$ cat src/rtl/mcu_sequencer.sv
// ---------------------------------------------------------------------------
// mcu_sequencer
//
// Generates the 3-bit machine state decoded by the microcontroller control
// unit. It owns program loading (handshake, PMem write address, word count),
// the FETCH -> DECODE -> EXECUTE rotation, entry into and exit from STOP
// (halt / resume / reload), and a saturating retired-instruction counter.
//
// State encodings:
//     LOAD=3'b000  FETCH=3'b001  DECODE=3'b010  EXECUTE=3'b011  STOP=3'b100
//
// Ports:
//     clk             in   system clock, all state on rising edge
//     rst_n           in   asynchronous active-low reset
//     load_valid      in   program word on load_data is valid
//     load_data       in   program word [INSTR_W]
//     load_last       in   final word of program (only with load_valid)
//     load_ready      out  a load beat is accepted this cycle (state == LOAD)
//     pmem_load_we    out  accepted beat, PMem write strobe qualifier
//     pmem_load_addr  out  PMem write address for the current beat [ADDR_W]
//     pmem_load_data  out  PMem write data, pass-through of load_data
//     halt_req        in   level, stop at the next instruction boundary
//     resume          in   pulse, STOP -> FETCH
//     reload          in   pulse, STOP -> LOAD (wins over resume)
//     step_en         in   only with MCU_SEQ_STEP_EN: stop after every EXECUTE
//     state           out  machine state [3]
//     load_done       out  sticky, program load completed
//     load_full       out  sticky, load ended by address exhaustion
//     load_count      out  words accepted in the last/current load [ADDR_W+1]
//     retired         out  completed EXECUTE cycles, saturating [CNT_W]
//
// Build option:
//     MCU_SEQ_STEP_EN  adds the step_en input for single-step operation.
// ---------------------------------------------------------------------------
`timescale 1ns/1ps

module mcu_sequencer #(
    parameter int ADDR_W  = 8,
    parameter int INSTR_W = 12,
    parameter int CNT_W   = 16
) (
    input  logic               clk,
    input  logic               rst_n,
    input  logic               load_valid,
    input  logic [INSTR_W-1:0] load_data,
    input  logic               load_last,
    output logic               load_ready,
    output logic               pmem_load_we,
    output logic [ADDR_W-1:0]  pmem_load_addr,
    output logic [INSTR_W-1:0] pmem_load_data,
    input  logic               halt_req,
    input  logic               resume,
    input  logic               reload,
`ifdef MCU_SEQ_STEP_EN
    input  logic               step_en,
`endif
    output logic [2:0]         state,
    output logic               load_done,
    output logic               load_full,
    output logic [ADDR_W:0]    load_count,
    output logic [CNT_W-1:0]   retired
);

    typedef enum logic [2:0] {
        S_LOAD    = 3'b000,
        S_FETCH   = 3'b001,
        S_DECODE  = 3'b010,
        S_EXECUTE = 3'b011,
        S_STOP    = 3'b100
    } state_e;

    localparam logic [ADDR_W-1:0] ADDR_LAST = '1;
    localparam logic [CNT_W-1:0]  CNT_MAX   = '1;

    state_e             state_q, state_d;
    logic [ADDR_W-1:0]  addr_q, addr_d;
    logic [ADDR_W:0]    count_q, count_d;
    logic               done_q, done_d;
    logic               full_q, full_d;
    logic [CNT_W-1:0]   retired_q, retired_d;

    logic               accept;
    logic               at_last_addr;
    logic               stop_after_exec;

    assign accept       = load_valid && (state_q == S_LOAD);
    assign at_last_addr = (addr_q == ADDR_LAST);

`ifdef MCU_SEQ_STEP_EN
    assign stop_after_exec = halt_req || step_en;
`else
    assign stop_after_exec = halt_req;
`endif

    // -----------------------------------------------------------------------
    // Next-state logic
    // -----------------------------------------------------------------------
    always_comb begin
        state_d   = state_q;
        addr_d    = addr_q;
        count_d   = count_q;
        done_d    = done_q;
        full_d    = full_q;
        retired_d = retired_q;

        case (state_q)
            S_LOAD: begin
                if (accept) begin
                    // count_q is one bit wider than the address, so a full
                    // 2**ADDR_W-word load fits without overflow.
                    count_d = count_q + 1'b1;
                    // At the top address the pointer is held rather than
                    // wrapped; it is cleared when LOAD is re-entered.
                    if (!at_last_addr) begin
                        addr_d = addr_q + 1'b1;
                    end
                    if (load_last || at_last_addr) begin
                        state_d = S_FETCH;
                        done_d  = 1'b1;
                        full_d  = !load_last;
                    end
                end
            end

            S_FETCH: begin
                state_d = S_DECODE;
            end

            S_DECODE: begin
                state_d = S_EXECUTE;
            end

            S_EXECUTE: begin
                if (retired_q != CNT_MAX) begin
                    retired_d = retired_q + 1'b1;
                end
                // Halt is only looked at here, so an instruction already in
                // flight always completes.
                state_d = stop_after_exec ? S_STOP : S_FETCH;
            end

            S_STOP: begin
                if (reload) begin
                    state_d = S_LOAD;
                    addr_d  = '0;
                    count_d = '0;
                    done_d  = 1'b0;
                    full_d  = 1'b0;
                end else if (resume) begin
                    state_d = S_FETCH;
                end
            end

            // Unreachable encodings park the machine safely in STOP.
            default: begin
                state_d = S_STOP;
            end
        endcase
    end

    // -----------------------------------------------------------------------
    // State registers
    // -----------------------------------------------------------------------
    always_ff @(posedge clk or negedge rst_n) begin
        if (!rst_n) begin
            state_q   <= S_LOAD;
            addr_q    <= '0;
            count_q   <= '0;
            done_q    <= 1'b0;
            full_q    <= 1'b0;
            retired_q <= '0;
        end else begin
            state_q   <= state_d;
            addr_q    <= addr_d;
            count_q   <= count_d;
            done_q    <= done_d;
            full_q    <= full_d;
            retired_q <= retired_d;
        end
    end

    // -----------------------------------------------------------------------
    // Outputs
    // -----------------------------------------------------------------------
    assign state          = state_q;
    assign load_ready     = (state_q == S_LOAD);
    assign pmem_load_we   = accept;
    assign pmem_load_addr = addr_q;
    assign pmem_load_data = load_data;
    assign load_done      = done_q;
    assign load_full      = full_q;
    assign load_count     = count_q;
    assign retired        = retired_q;

endmodule

$ cat config.mk
export PLATFORM = sky130hd
export DESIGN_NAME = mcu_sequencer
export DESIGN_NICKNAME = d
export VERILOG_FILES = /design/src/rtl/mcu_sequencer.sv
export SDC_FILE = /design/constraint.sdc
export NUM_CORES = 1
export LEC_CHECK = 0
export ABC_CLOCK_PERIOD_IN_PS = 1950
export BUFFER_PORTS_ARGS = -buffer_cell sky130_fd_sc_hd__buf_2
export CAP_MARGIN = 5
export CORE_MARGIN = 2
export CORE_UTILIZATION = 50
export DETAILED_ROUTE_END_ITERATION = 12
export PLACE_DENSITY = 0.86
export SLEW_MARGIN = 5
export SYNTH_ARGS = -nofsm -noshare
export SYNTH_HDL_FRONTEND = slang
export SYNTH_SLANG_ARGS = --single-unit
$ cat constraint.sdc
create_clock -name clk -period 1.95 [get_ports clk]
set_clock_uncertainty 0.1 [all_clocks]
set_input_delay 0.39 -clock clk [delete_from_list [all_inputs] [get_ports clk]]
set_output_delay 0.39 -clock clk [all_outputs]
set_load 0.01 [all_outputs]
Yosys cells after proc, flatten, opt, wreduce, memory -nomap -nowiden
Cells that the tools add are included.
{ "word_totals": {"regBits": 38, "inputBits": 19, "word_cells": 50, "out_inout_bits": 52} }
{ "op_classes": {"reduce_logical": 10, "muxes": 20, "eq_ne": 11, "add_sub_neg": 3} }
{ "ops": {"columns": ["operator", "count"], "rows": [
  ["8-bit 2-to-1 mux", 3],
  ["9-bit 2-to-1 mux", 2],
  ["9-bit one-hot mux with 2 select lines", 1],
  ["16-bit by 1-bit adder with 16-bit output, second input constant", 1],
  ["16-bit inequality test, second input constant", 1],
  ["8-bit one-hot mux with 2 select lines", 1],
  ["3-bit 2-to-1 mux", 5],
  ["3-bit one-hot mux with 5 select lines", 1],
  ["9-bit by 1-bit adder with 9-bit output, second input constant", 1],
  ["8-bit by 1-bit adder with 8-bit output, second input constant", 1],
  ["8-bit equality test, second input constant", 1],
  ["4-bit AND reduction", 2],
  ["3-bit by 2-bit equality test with 1-bit output, second input constant", 2],
  ["3-bit AND reduction", 2],
  ["1-bit 2-to-1 mux", 5],
  ["2-bit by 1-bit inequality test with 1-bit output, second input constant", 2],
  ["2-bit inequality test, second input constant", 2],
  ["1-bit one-hot mux with 2 select lines", 2],
  ["3-bit by 1-bit equality test with 1-bit output, second input constant", 1],
  ["3-bit equality test, second input constant", 1],
  ["3-bit zero test", 1],
  ["3-bit inequality test, second input constant", 1],
  ["2-bit AND reduction", 1],
  ["2-bit nonzero test", 1],
  ["3 further kinds", 3]
]} }

Logic depth before layout (Yosys ltp)
{ "depth": {"word_depth": 5, "ltp_mapped": 8, "depth_no_buf": 6} }

Worst setup path after synthesis
OpenSTA, ideal clock, no wires.
{ "synth_timing": {"path_type": "register to register", "start": "register state_q[1] (netlist: state[1])", "end": "register count_q[8] (netlist: load_count[8])", "arrival_ns": 1.513, "path_slack_ns": 0.260, "path_stages_with_launch": 8, "setup_ns": 0.077, "cell_sequence": "dfrtp_1 buf_6 nor3_4 nand2_2 clkinv_2 o21ai_2 or3_1 a21oi_1"} }
{ "synth_via": {"elab_chain_cells": 4, "word_cells_on_any_way": 8} }
{ "synth_rtl": {"columns": ["element", "line_no", "text"], "rows": [
  ["start, declared", "75", "state_e state_q, state_d;"],
  ["start signal, assigned", "173", "state_q <= state_d;"],
  ["3-bit zero test *", null, null],
  ["net load_ready", "47", "output logic load_ready,"],
  ["1-bit logical AND", "86", "assign accept = load_valid && (state_q == S_LOAD);"],
  ["2-bit by 1-bit inequality test with 1-bit output (no source line)", null, null],
  ["3-bit AND reduction (no source line)", null, null],
  ["end signal, assigned", "175", "count_q <= count_d;"],
  ["end, declared", "77", "logic [ADDR_W:0] count_q, count_d;"]
]} }
Mark *: on every way through the listed nets, which the timed path passes. The rest lies on a longest branch.
A chain may end at the register's enable or synchronous reset.

Worst setup path after layout
{ "layout_timing": {"start": "register state_q[1] (netlist: state[1])", "end": "output pmem_load_we"} }
{ "layout_via": {"elab_chain_cells": 2} }
{ "layout_rtl": {"columns": ["element", "line_no", "text"], "rows": [
  ["3-bit zero test", "86", null],
  ["1-bit logical AND", "86", null],
  ["end, declared", "48", "output logic pmem_load_we,"]
]} }
Every way passes these cells.

==> metrics.log <==
[metrics] dpl cells: between 200 and 300
[metrics] Worst-Skew Late Latency: 280 ps
[metrics] root buffer selected by CTS: sky130_fd_sc_hd__clkbuf_8
[metrics] die height: between 60 and 70 um
[metrics] total number of placement rows: 23
[metrics] delay contributed by the slowest stage of the critical path: around 470 ps
[metrics] synthesized area per cell: between 10 and 15 um^2
[metrics] drt drc: 0
[metrics] total of endpoints with negative setup slack in the final report: 0
[metrics] total area of multi-input combinational cells: a little over 0.001 mm^2
[metrics] most frequent standard cell in the layout excluding fill and tap cells: sky130_fd_sc_hd__buf_2
[metrics] final wirelength: 4490 um
[metrics] highest net fanout along the worst path: 12
[metrics] final max-slew violation count: 0
[metrics] number of global-route vias before repair: roughly 1,600
[metrics] part of the total power dissipated in combinational logic: a little under two fifths
[metrics] CTS tree: yes
[metrics] die outline width: 68.5 um
[metrics] Distinct cells, synth: 53
[metrics] number of warnings issued by yosys: 0
[metrics] worst path bufs/invs: 2
[metrics] clk slew on worst S/H paths: ~70 ps
[metrics] detailed-routing iteration count for the pre-antenna-repair pass: 4
[metrics] total CTS buffers: 5
[metrics] port buffer count: between 40 and 50
[metrics] I/O Pins: just over 70
[metrics] total track usage: about a fifth
[metrics] final HPWL from detailed placement: between 3000 and 4000 um
[metrics] cell accounting for the most synthesized area: sky130_fd_sc_hd__dfrtp_1
[metrics] worst-path cell chain: nor3_4, nand2_4, inv_6, buf_2
[metrics] Post-synth ARST share: 100%
[metrics] Leakage: around 1.2 nW
[metrics] post-detailed-route via-to-cell ratio: between 5 and 6
[metrics] post-route ant nets: 0
[metrics] met1 capacity usage during global routing: between 20% and 30%
[metrics] cell count after synthesis: 200
[metrics] sum of internal, switching and leakage power: 0.00282 W
[metrics] family of cells with the greatest summed delay on the critical path: flip-flops
[metrics] Synth-to-Final Area Change: 18.4%
[metrics] kind of start point of the critical path: flip-flop
[metrics] number of hold-slack violations in the final timing report: 0
[metrics] most used cells in the layout excluding fill and tap cells: 46 x sky130_fd_sc_hd__buf_2, 35 x sky130_fd_sc_hd__dfrtp_1, 17 x sky130_fd_sc_hd__nor2_1
[metrics] share of the clock period used by the worst path after layout: a little over nine tenths
[metrics] Slew @ Worst Pin: roughly 420 ps
[metrics] wire length of the first global-routing pass: approximately 7300 um
[metrics] share of power burned in registers: 42.9%
[metrics] post-layout net count: 269
[metrics] DRC marker count from the first detailed-route iteration: 96
[metrics] data required time at the worst endpoint: about 1500 ps
[metrics] power share of the clock group: 19.5%
[metrics] number of antenna violations at the first check in global routing: 0
[metrics] kind of end point of the critical path: output port
[metrics] antenna cells: 0
[metrics] share of the yosys chip area belonging to registers: around 46%
[metrics] result of the run: finished, final reports clean
[metrics] top cell type's share of synthesized area: between 40% and 50%
[metrics] met3 GRT Util: 5.26%
[metrics] max-cap check violation count: 0
[metrics] Core ar.: approximately 0.004 mm^2
[metrics] number of sinks handled by clock tree synthesis: 38
[metrics] weighted congestion reported at the end of routability-driven placement: between 0.8 and 0.9
[metrics] largest buffer count on any clock path: 2
[metrics] wire length per cell: 15.1 um
[metrics] Max VDD drop: 0.000863 V
[metrics] die footprint: 0.00469 mm^2
[metrics] remaining global-route overflow: 0
[metrics] proportion of total power due to net switching: between 30% and 40%
[metrics] fill count: 350
[metrics] total nets after synthesis: about 220
[metrics] top flip-flop cell by instance count after synthesis: sky130_fd_sc_hd__dfrtp_1
[metrics] time the final worst path needs with I/O delays and setup: about 1900 ps
[metrics] path class of the lowest-slack min-delay path: in -> reg
[metrics] detailed-route via count: approximately 1,700
[metrics] count of placed standard cells in the final layout, fillers left out: 298
[metrics] layout cells sized above 1: about a third
[metrics] headroom to the max-slew limit: 71.7%
[metrics] met2 usage: between 30% and 40%
[metrics] number of flip-flops and latches in the synthesized netlist: 38
[metrics] Worst Path Class, Setup: reg -> out
[metrics] switching power: 0.00109 W
[metrics] Achievable Freq: between 500 and 600 MHz
[metrics] starting density of the core: ~52%
[metrics] htree depth: 2
[metrics] register cell area after layout: about 950 um^2
[metrics] critical path's slowest cell: sky130_fd_sc_hd__dfrtp_2
[metrics] Arr. time, crit path: 1380 ps
[metrics] power per standard cell area: around 1100 mW/mm^2
[metrics] most heavily used metal layer in global routing: met2
[metrics] number of flops mapped to enable cells by yosys: 0
[metrics] internal power consumption: between 0.0015 and 0.002 W
[metrics] Hold Slack: 239 ps
[metrics] combined area of all synthesized cells: 0.00208 mm^2
[metrics] top cells by area in the synthesized netlist: sky130_fd_sc_hd__dfrtp_1 46%, sky130_fd_sc_hd__buf_4 4.7%, sky130_fd_sc_hd__xor2_1 4.6%, sky130_fd_sc_hd__o21ai_0 3.1%, sky130_fd_sc_hd__nor2_1 3.1%
[metrics] largest net degree at the start of global routing: 22
[routing by layer]
metal  routed length, um  vias up
li1                    -      821
met3                 247        8
met1                1960      836
met5                   0        -
met4                  77        0
met2                2200       53
[path summary, 6_finish.rpt]
kind,to,slack [ps],from,cells after the start
setup / recovery,pmem_load_we,80,state[1],4
hold / removal,load_done,240,reload,2
setup reg to reg,load_done,160,pmem_load_addr[0],5
hold reg to reg,load_full,410,load_full,1
max in group asynchronous,state[1],790,rst_n,3
min in group asynchronous,load_full,490,rst_n,2
[power groups by stage]
stage                     clock, W  sequential [W]  combinational [W]
after global routing      0.000597         0.00124            0.00120
after floorplan                  0         0.00121           0.000661
after CTS                 0.000564         0.00121           0.000994
after detailed placement         0         0.00122           0.000990
final                     0.000548         0.00121            0.00106
after global placement           0         0.00121           0.000950
[flip-flops by register name, indices dropped and copies added (netlist names)]
signal,count
load_done,1
state,3
pmem_load_addr,8
load_full,1
load_count,9
retired,16
[cell type report]
cell class | instances | area share [%]
clock inverter | 1 | 0.203
timing repair buffer | 57 | 13.3
tap | 50 | 2.54
clock buffer | 7 | 3.51
multi-input combinational | 143 | 41.1
sequential | 38 | 38.8
inverter | 2 | 0.508
[metrics by stage]
step | setup TNS (ps) | worst slack [ps] | cell area, um^2 | utilization (%)
finish | 0 | 75.0 | 2460 | 61.5
global route | -0.606 | -0.606 | 2460 | 61.5
global placement | 0 | 110 | 2310 | 57.8
floorplan | 0 | 260 | 2080 | -
detailed placement | 0 | 58.0 | 2310 | 57.8
CTS | 0 | 21.5 | 2420 | 60.4
[cells in the mapped netlist (2+ instances only)]
cell type / number
sky130_fd_sc_hd__dfrtp_1: 38
sky130_fd_sc_hd__nor2_1: 17
sky130_fd_sc_hd__buf_4: 13
sky130_fd_sc_hd__o21ai_0: 13
sky130_fd_sc_hd__nand2_1: 11
sky130_fd_sc_hd__xor2_1: 11
sky130_fd_sc_hd__nand3_1: 10
sky130_fd_sc_hd__a21oi_1: 9
sky130_fd_sc_hd__xnor2_1: 6
sky130_fd_sc_hd__nand4_1: 4
sky130_fd_sc_hd__o31ai_1: 4
sky130_fd_sc_hd__a2bb2oi_1: 3
sky130_fd_sc_hd__and4_1: 3
sky130_fd_sc_hd__ha_1: 3
sky130_fd_sc_hd__nand2b_1: 3
sky130_fd_sc_hd__nor4_1: 3
sky130_fd_sc_hd__o2111ai_1: 3
sky130_fd_sc_hd__a41oi_1: 2
sky130_fd_sc_hd__and2_1: 2
sky130_fd_sc_hd__and3_1: 2
sky130_fd_sc_hd__and4b_1: 2
sky130_fd_sc_hd__buf_2: 2
sky130_fd_sc_hd__buf_6: 2
sky130_fd_sc_hd__nand4_2: 2
sky130_fd_sc_hd__nor3_1: 2
sky130_fd_sc_hd__nor4_2: 2
sky130_fd_sc_hd__o211ai_1: 2
[repair_timing]
| item | 4_1_cts | 5_1_grt |
|---|---|---|
| pin swaps | 0 | 2 |
| endpoints found under the hold margin | 17 | 0 |
| gates resized for setup | 1 | 10 |
| setup endpoints to repair | 1 | 10 |
| setup buffers | 0 | 2 |
| hold buffers | 1 | 0 |
[cell families after synthesis]
| group | share of synthesized area, % |
|---|---|
| buffers and inverters | 6.68 |
| muxes | 1.02 |
| AOI/OAI and AO/OA | 14.5 |
| adders and majority gates | 1.81 |
| and+or+nand+nor | 23.1 |
| xor gates and xnor gates | 7.16 |
| DFF | 45.8 |
[worst reg2reg max path, delay by kind of cell, from the launching register on]
family          cells  cell delay [ps]
flops               1              430
compound gates      2              410
fa+ha+maj           1              260
simple gates        2              510
(Power assumes the default switching activity.)
